`src/rtl/dxt_div_if.sv`:
```
// Bus bundle for dxt_div: frame handshake, BRAM read port and BRAM write port.
interface dxt_div_if #(
   parameter int unsigned PORT_SIZE = 32,
   parameter int unsigned ADDR_W    = 8
);
   localparam int unsigned DW = PORT_SIZE * 16;

   logic              start;
   logic              busy;
   logic              done;
   logic              ren;
   logic [ADDR_W-1:0] raddr;
   logic [DW-1:0]     din;
   logic              wen;
   logic [ADDR_W-1:0] waddr;
   logic [DW-1:0]     dout;

   modport master (
      output start, din,
      input  busy, done, ren, raddr, wen, waddr, dout
   );

   modport slave (
      input  start, din,
      output busy, done, ren, raddr, wen, waddr, dout
   );
endinterface

```
`src/rtl/dxt_div.sv`:
```
// Streaming adjoint horizontal difference (Dx^T d) over a BRAM frame, 1 word/cycle.
// Optional macro DXT_DIV_SAT_EN: saturate each lane difference instead of wrapping.
module dxt_div #(
   parameter int unsigned PORT_SIZE = 32,
   parameter int unsigned COL_WIDTH = 2,
   parameter int unsigned ROW_NUM   = 48,
   parameter int unsigned ADDR_W    = 8
) (
   input  logic       clk,
   input  logic       rst_n,
   dxt_div_if.slave   bus
);

   localparam int unsigned DW   = PORT_SIZE * 16;
   localparam int unsigned CW_W = (COL_WIDTH > 1) ? $clog2(COL_WIDTH) : 1;
   localparam int unsigned RW_W = (ROW_NUM > 1) ? $clog2(ROW_NUM) : 1;

   typedef enum logic [1:0] {S_IDLE, S_RUN, S_DRAIN, S_DONE} state_e;

   state_e            state_q;
   logic [RW_W-1:0]   row_q;
   logic [CW_W-1:0]   col_q;
   logic              v1_q;
   logic [ADDR_W-1:0] a1_q;
   logic [CW_W-1:0]   c1_q;
   logic [15:0]       prev_q;
   logic              busy_q;
   logic              done_q;
   logic              ren_q;
   logic [ADDR_W-1:0] raddr_q;
   logic              wen_q;
   logic [ADDR_W-1:0] waddr_q;
   logic [DW-1:0]     dout_q;
   logic [DW-1:0]     dout_d;

   logic [15:0]       prev_sel;
   logic [DW+15:0]    dprev_vec;
   logic [15:0]       lhs;
   logic [15:0]       rhs;

   function automatic logic [15:0] sub16(input logic [15:0] a, input logic [15:0] b);
`ifdef DXT_DIV_SAT_EN
      logic [16:0] s;
      s = {a[15], a} - {b[15], b};
      if (s[16] != s[15]) return s[16] ? 16'h8000 : 16'h7FFF;
      return s[15:0];
`else
      return a - b;
`endif
   endfunction

   // Left neighbour of lane l is lane l-1; lane 0 takes the carry, zeroed at row start.
   always_comb begin
      prev_sel  = (c1_q == '0) ? 16'h0 : prev_q;
      dprev_vec = {bus.din[DW-17:0], prev_sel};
      dout_d    = '0;
      lhs       = '0;
      rhs       = '0;
      for (int l = 0; l < int'(PORT_SIZE); l++) begin
         lhs = dprev_vec[l*16 +: 16];
         rhs = bus.din[l*16 +: 16];
         if (l == int'(PORT_SIZE) - 1 && c1_q == CW_W'(COL_WIDTH - 1)) rhs = 16'h0;
         dout_d[l*16 +: 16] = sub16(lhs, rhs);
      end
   end

   always_ff @(posedge clk) begin
      if (!rst_n) begin
         state_q <= S_IDLE;
         row_q   <= '0;
         col_q   <= '0;
         v1_q    <= 1'b0;
         a1_q    <= '0;
         c1_q    <= '0;
         prev_q  <= '0;
         busy_q  <= 1'b0;
         done_q  <= 1'b0;
         ren_q   <= 1'b0;
         raddr_q <= '0;
         wen_q   <= 1'b0;
         waddr_q <= '0;
         dout_q  <= '0;
      end else begin
         done_q <= 1'b0;
         v1_q   <= ren_q;
         a1_q   <= raddr_q;
         c1_q   <= col_q;
         wen_q  <= v1_q;
         // din is only meaningful one cycle after an issued read
         if (v1_q) begin
            dout_q  <= dout_d;
            waddr_q <= a1_q;
            prev_q  <= bus.din[DW-1 -: 16];
         end
         case (state_q)
            S_IDLE: begin
               if (bus.start) begin
                  state_q <= S_RUN;
                  busy_q  <= 1'b1;
                  ren_q   <= 1'b1;
                  raddr_q <= '0;
                  row_q   <= '0;
                  col_q   <= '0;
               end
            end
            S_RUN: begin
               if (row_q == RW_W'(ROW_NUM - 1) && col_q == CW_W'(COL_WIDTH - 1)) begin
                  ren_q   <= 1'b0;
                  state_q <= S_DRAIN;
               end else begin
                  raddr_q <= raddr_q + ADDR_W'(1);
                  if (col_q == CW_W'(COL_WIDTH - 1)) begin
                     col_q <= '0;
                     row_q <= row_q + RW_W'(1);
                  end else begin
                     col_q <= col_q + CW_W'(1);
                  end
               end
            end
            S_DRAIN: begin
               // last write is on the bus this cycle once stage 2 is empty
               if (!v1_q) begin
                  state_q <= S_DONE;
                  done_q  <= 1'b1;
                  busy_q  <= 1'b0;
               end
            end
            S_DONE: begin
               state_q <= S_IDLE;
            end
            default: state_q <= S_IDLE;
         endcase
      end
   end

   assign bus.busy  = busy_q;
   assign bus.done  = done_q;
   assign bus.ren   = ren_q;
   assign bus.raddr = raddr_q;
   assign bus.wen   = wen_q;
   assign bus.waddr = waddr_q;
   assign bus.dout  = dout_q;

endmodule

```
`src/flat_wrapper.sv`:
```
// flat-port wrapper written by rule: the top's interface ports become plain ports
module dxt_div_flat 
#(
   parameter int unsigned PORT_SIZE = 32,
   parameter int unsigned COL_WIDTH = 2,
   parameter int unsigned ROW_NUM   = 48,
   parameter int unsigned ADDR_W    = 8
)
  (clk, rst_n, bus_start, bus_din, bus_busy, bus_done, bus_ren, bus_raddr, bus_wen, bus_waddr, bus_dout);
  dxt_div_if #(.PORT_SIZE(PORT_SIZE), .ADDR_W(ADDR_W)) bus_i ();
  input  logic clk;
  input  logic rst_n;
  input wire logic [$bits(bus_i.start)-1:0] bus_start;
  input wire logic [$bits(bus_i.din)-1:0] bus_din;
  output wire logic [$bits(bus_i.busy)-1:0] bus_busy;
  output wire logic [$bits(bus_i.done)-1:0] bus_done;
  output wire logic [$bits(bus_i.ren)-1:0] bus_ren;
  output wire logic [$bits(bus_i.raddr)-1:0] bus_raddr;
  output wire logic [$bits(bus_i.wen)-1:0] bus_wen;
  output wire logic [$bits(bus_i.waddr)-1:0] bus_waddr;
  output wire logic [$bits(bus_i.dout)-1:0] bus_dout;
  assign bus_i.start = bus_start;
  assign bus_i.din = bus_din;
  assign bus_busy = bus_i.busy;
  assign bus_done = bus_i.done;
  assign bus_ren = bus_i.ren;
  assign bus_raddr = bus_i.raddr;
  assign bus_wen = bus_i.wen;
  assign bus_waddr = bus_i.waddr;
  assign bus_dout = bus_i.dout;
  dxt_div #(.PORT_SIZE(PORT_SIZE), .COL_WIDTH(COL_WIDTH), .ROW_NUM(ROW_NUM), .ADDR_W(ADDR_W)) u_core (.clk(clk), .rst_n(rst_n), .bus(bus_i));
endmodule
```
`config.mk`:
```
export PLATFORM = sky130hd
export DESIGN_NAME = dxt_div_flat
export DESIGN_NICKNAME = d
export VERILOG_FILES = /design/src/rtl/dxt_div_if.sv /design/src/rtl/dxt_div.sv /design/src/flat_wrapper.sv
export SDC_FILE = /design/constraint.sdc
export NUM_CORES = 2
export LEC_CHECK = 0
export BUFFER_PORTS_ARGS = -buffer_cell sky130_fd_sc_hd__buf_2
export CORE_AREA = 2 2 407 409
export DETAILED_ROUTE_END_ITERATION = 10
export DIE_AREA = 0 0 409 411
export SYNTH_ARGS = -nofsm -noshare
export SYNTH_HDL_FRONTEND = slang
export SYNTH_SLANG_ARGS = --single-unit
```
`constraint.sdc`:
```
create_clock -name clk -period 4.8 [get_ports clk]
set_input_delay 0.96 -clock clk [delete_from_list [all_inputs] [get_ports clk]]
set_output_delay 0.96 -clock clk [all_outputs]
set_load 0.01 [all_outputs]
```
==> results_dict.tcl <==
set metrics [dict create \
    synth_nets 6342 \
    cts_setup_buffers 0 \
    ys_types 85 \
    io_pins 1047 \
    max-slew-margin-rel_pct 33.1 \
    nNetsFinal 7317 \
    rsz0062_at_grt "no" \
    power.leakage_nw 25.3 \
    initial_core_util_pct 25.7 \
    timing.fmax_mhz 311 \
    rows 149 \
    setup_violations 0 \
    clk_pin_slew_worst_paths_ns 0.06 \
    cts_resized 0 \
    portBuffers 1046 \
    yosys_most_used_dff "dfxtp_1" \
    gp_congestion 0.961 \
    synth_top_family_by_area "compound AO/OA/AOI/OAI gates" \
    power_density_nw_per_um2 375 \
    synthTopCellsByArea "dfxtp_1 27%, ha_1 15%, nor2_1 5.0%, inv_1 4.8%, xnor2_1 4.5%" \
    cts_sinks 567 \
    die_h_um 411 \
    antenna_found_initial 97 \
    grt_pass1_vias 41500 \
    cts_max_path_buffers 3 \
    drive_above_1_share_pct 19.8 \
    clock_latency_ns 0.72 \
    ys_seq_area_share_pct 27.0 \
    peakVddDrop_mv 0.266 \
    setup_tns_ns 0 \
    drc 0 \
    wl_per_cell_um 24.4 \
    synth_top_area_cell "dfxtp_1" \
    yosysWarnings 0 \
    cp-end-kind "register" \
    slew_viol_final 0 \
    period_share_pct 67.0 \
    die_area_um2 168000 \
    grt_max_degree 149 \
    drtIter0Drc 3038 \
    clock_skew_ns 0.0388 \
    cp_max_fo 21 \
    totalWireLength_um 209000 \
    synth-compound-area-share_pct 22.5 \
    yosysMostFrequentCell "dfxtp_1" \
    avgViaCountPerCell 4.98 \
    fin_crit_ns 3.22 \
    synthSimpleGateAreaFrac_pct 17.3 \
    holdWs_ns 0.443 \
    dieWidth_um 409 \
    syn_inst 5307 \
    ctsRootBufferMaster "clkbuf_16" \
    grt_pass1_wl_um 292000 \
    status "finished, final reports clean" \
    route.vias.total 42800 \
    syn_area_per_cell_um2 7.93 \
    synth_fa_ha_area_share_pct 16.0 \
    cp.arrival_ns 3.79 \
    synth_top_area_share_pct 27.0 \
    async_reset_ff_share_pct 0 \
    hold_buffers 0 \
    netlist_area_um2 42100 \
    cts_made_buffers 81 \
    synth_edf_count 0 \
    tightest_slew_ns 1.00 \
    cp_data_required_time_ns 5.37 \
    dp_hpwl_um 174000 \
    synth-seq-cells 567 \
    cts-htree-levels 3 \
    syn_to_final_growth_pct 25.2 \
    hold_path.class "register to register" \
    firstDrtPassIters 7 \
    hold_violations 0 \
    drv_cap 0 \
    crit_type "register to register" \
    synthTopCellsByCount "567 x dfxtp_1, 557 x nor2_1, 537 x inv_1" \
    coreArea_um2 164000 \
    cts_tree "done" \
    muxShareOfSynthArea_pct 3.36 \
    synth-xor-area-share_pct 7.31 \
    grt.overflow.total 0 \
    postRouteAntennaNets 0 \
    grt_usage_pct 23.8 \
    critical_path.startpoint_type "register" \
    fillers 17500 \
]
## worst paths after layout
| path | start | endpoint | slack (ns) | cells past startpoint |
|---|---|---|---|---|
| hold reg to reg | u_core.bus.dout[250]$_SDFFE_PN0P_ | u_core.bus.dout[250]$_SDFFE_PN0P_ | 0.44 | 2 |
| setup reg to reg | u_core.c1_q$_SDFF_PN0_ | u_core.bus.dout[509]$_SDFFE_PN0P_ | 1.58 | 10 |
| setup / recovery | u_core.c1_q$_SDFF_PN0_ | u_core.bus.dout[509]$_SDFFE_PN0P_ | 1.58 | 10 |
| hold / removal | u_core.bus.dout[250]$_SDFFE_PN0P_ | u_core.bus.dout[250]$_SDFFE_PN0P_ | 0.44 | 2 |
## power breakdown
part / switching, mW / internal, mW / total (mW)
Clock: 2.62 / 4.09 / 6.71
Sequential: 0.470 / 5.45 / 5.92
Combinational: 4.42 / 2.68 / 7.11
## state kept, by name, indices dropped and copies added (netlist names), 2 cells and up
signal / flops
u_core.state_q: 2
u_core.a1_q: 8
u_core.bus.raddr: 8
u_core.row_q: 6
u_core.bus.dout: 512
u_core.bus.waddr: 8
u_core.prev_q: 16
## cell type report
class                      count  area [µm²]  share of cell area [%]
multi-input combinational   4017       28000                    53.2
sequential                   567       11400                    21.6
timing repair buffer        1075        5530                    10.5
tap                         2189        2740                    5.20
clock buffer                 106        2230                    4.24
inverter                     540        2040                    3.88
clock inverter                40         652                    1.24
antenna                       47         118                   0.223
## through the flow
stage	std cells	cell area, µm²	setup WS, ns	total power [mW]	utilization (%)
2_1_floorplan	5307	42100	1.67	10.2	-
3_3_place_gp	8388	49700	0.950	13.1	30.3
3_5_place_dp	8388	49700	0.908	13.1	30.3
4_1_cts	8534	52600	1.54	19.9	32.1
5_1_grt	8547	52600	1.23	20.8	32.1
6_report	8581	52700	1.58	19.7	32.1
## cells by family after synthesis
| family | count (synthesis) |
|---|---|
| flip-flops | 567 |
| AND/OR/NAND/NOR | 1550 |
| AO/OA/AOI/OAI | 1455 |
| multiplexers | 141 |
| XOR/XNOR | 351 |
| adder cells (fa/ha/maj) | 520 |
| buffers and inverters | 723 |
## routing by layer
layer	wire length [µm]	GRT usage (%)
met1	77300	25.6
met2	98900	40.9
met3	17900	7.11
met4	14500	14.7
met5	451	0
## worst max-delay path, cell delays in order (launching register included)
cell	delay [ns]
dfxtp_1	0.77
nand2b_1	0.29
ha_1	0.26
nor2b_1	0.15
o31ai_1	0.40
a21oi_1	0.22
a41oi_1	0.37
nand2b_1	0.13
a41oi_1	0.27
xor2_1	0.16
o21ai_0	0.08
## cells in the final DEF (no fill, tap or decap), types with 24 or more instances in the layout
master / n
a211oi_1: 155
a21o_1: 114
a21oi_1: 374
a31oi_1: 38
and2_1: 44
buf_2: 1045
buf_4: 24
clkbuf_16: 81
dfxtp_1: 566
diode_2: 47
fa_1: 32
ha_1: 488
inv_1: 537
mux2i_1: 141
nand2_1: 353
nand2b_1: 96
nand3_1: 99
nand4_1: 37
nor2_1: 556
nor2b_1: 129
nor3_1: 108
o21a_1: 99
o21ai_0: 358
o21bai_1: 40
o31a_1: 31
o31ai_1: 29
or3_1: 26
xnor2_1: 218
xor2_1: 133
Note: power is estimated with default switching activity, not from simulation.
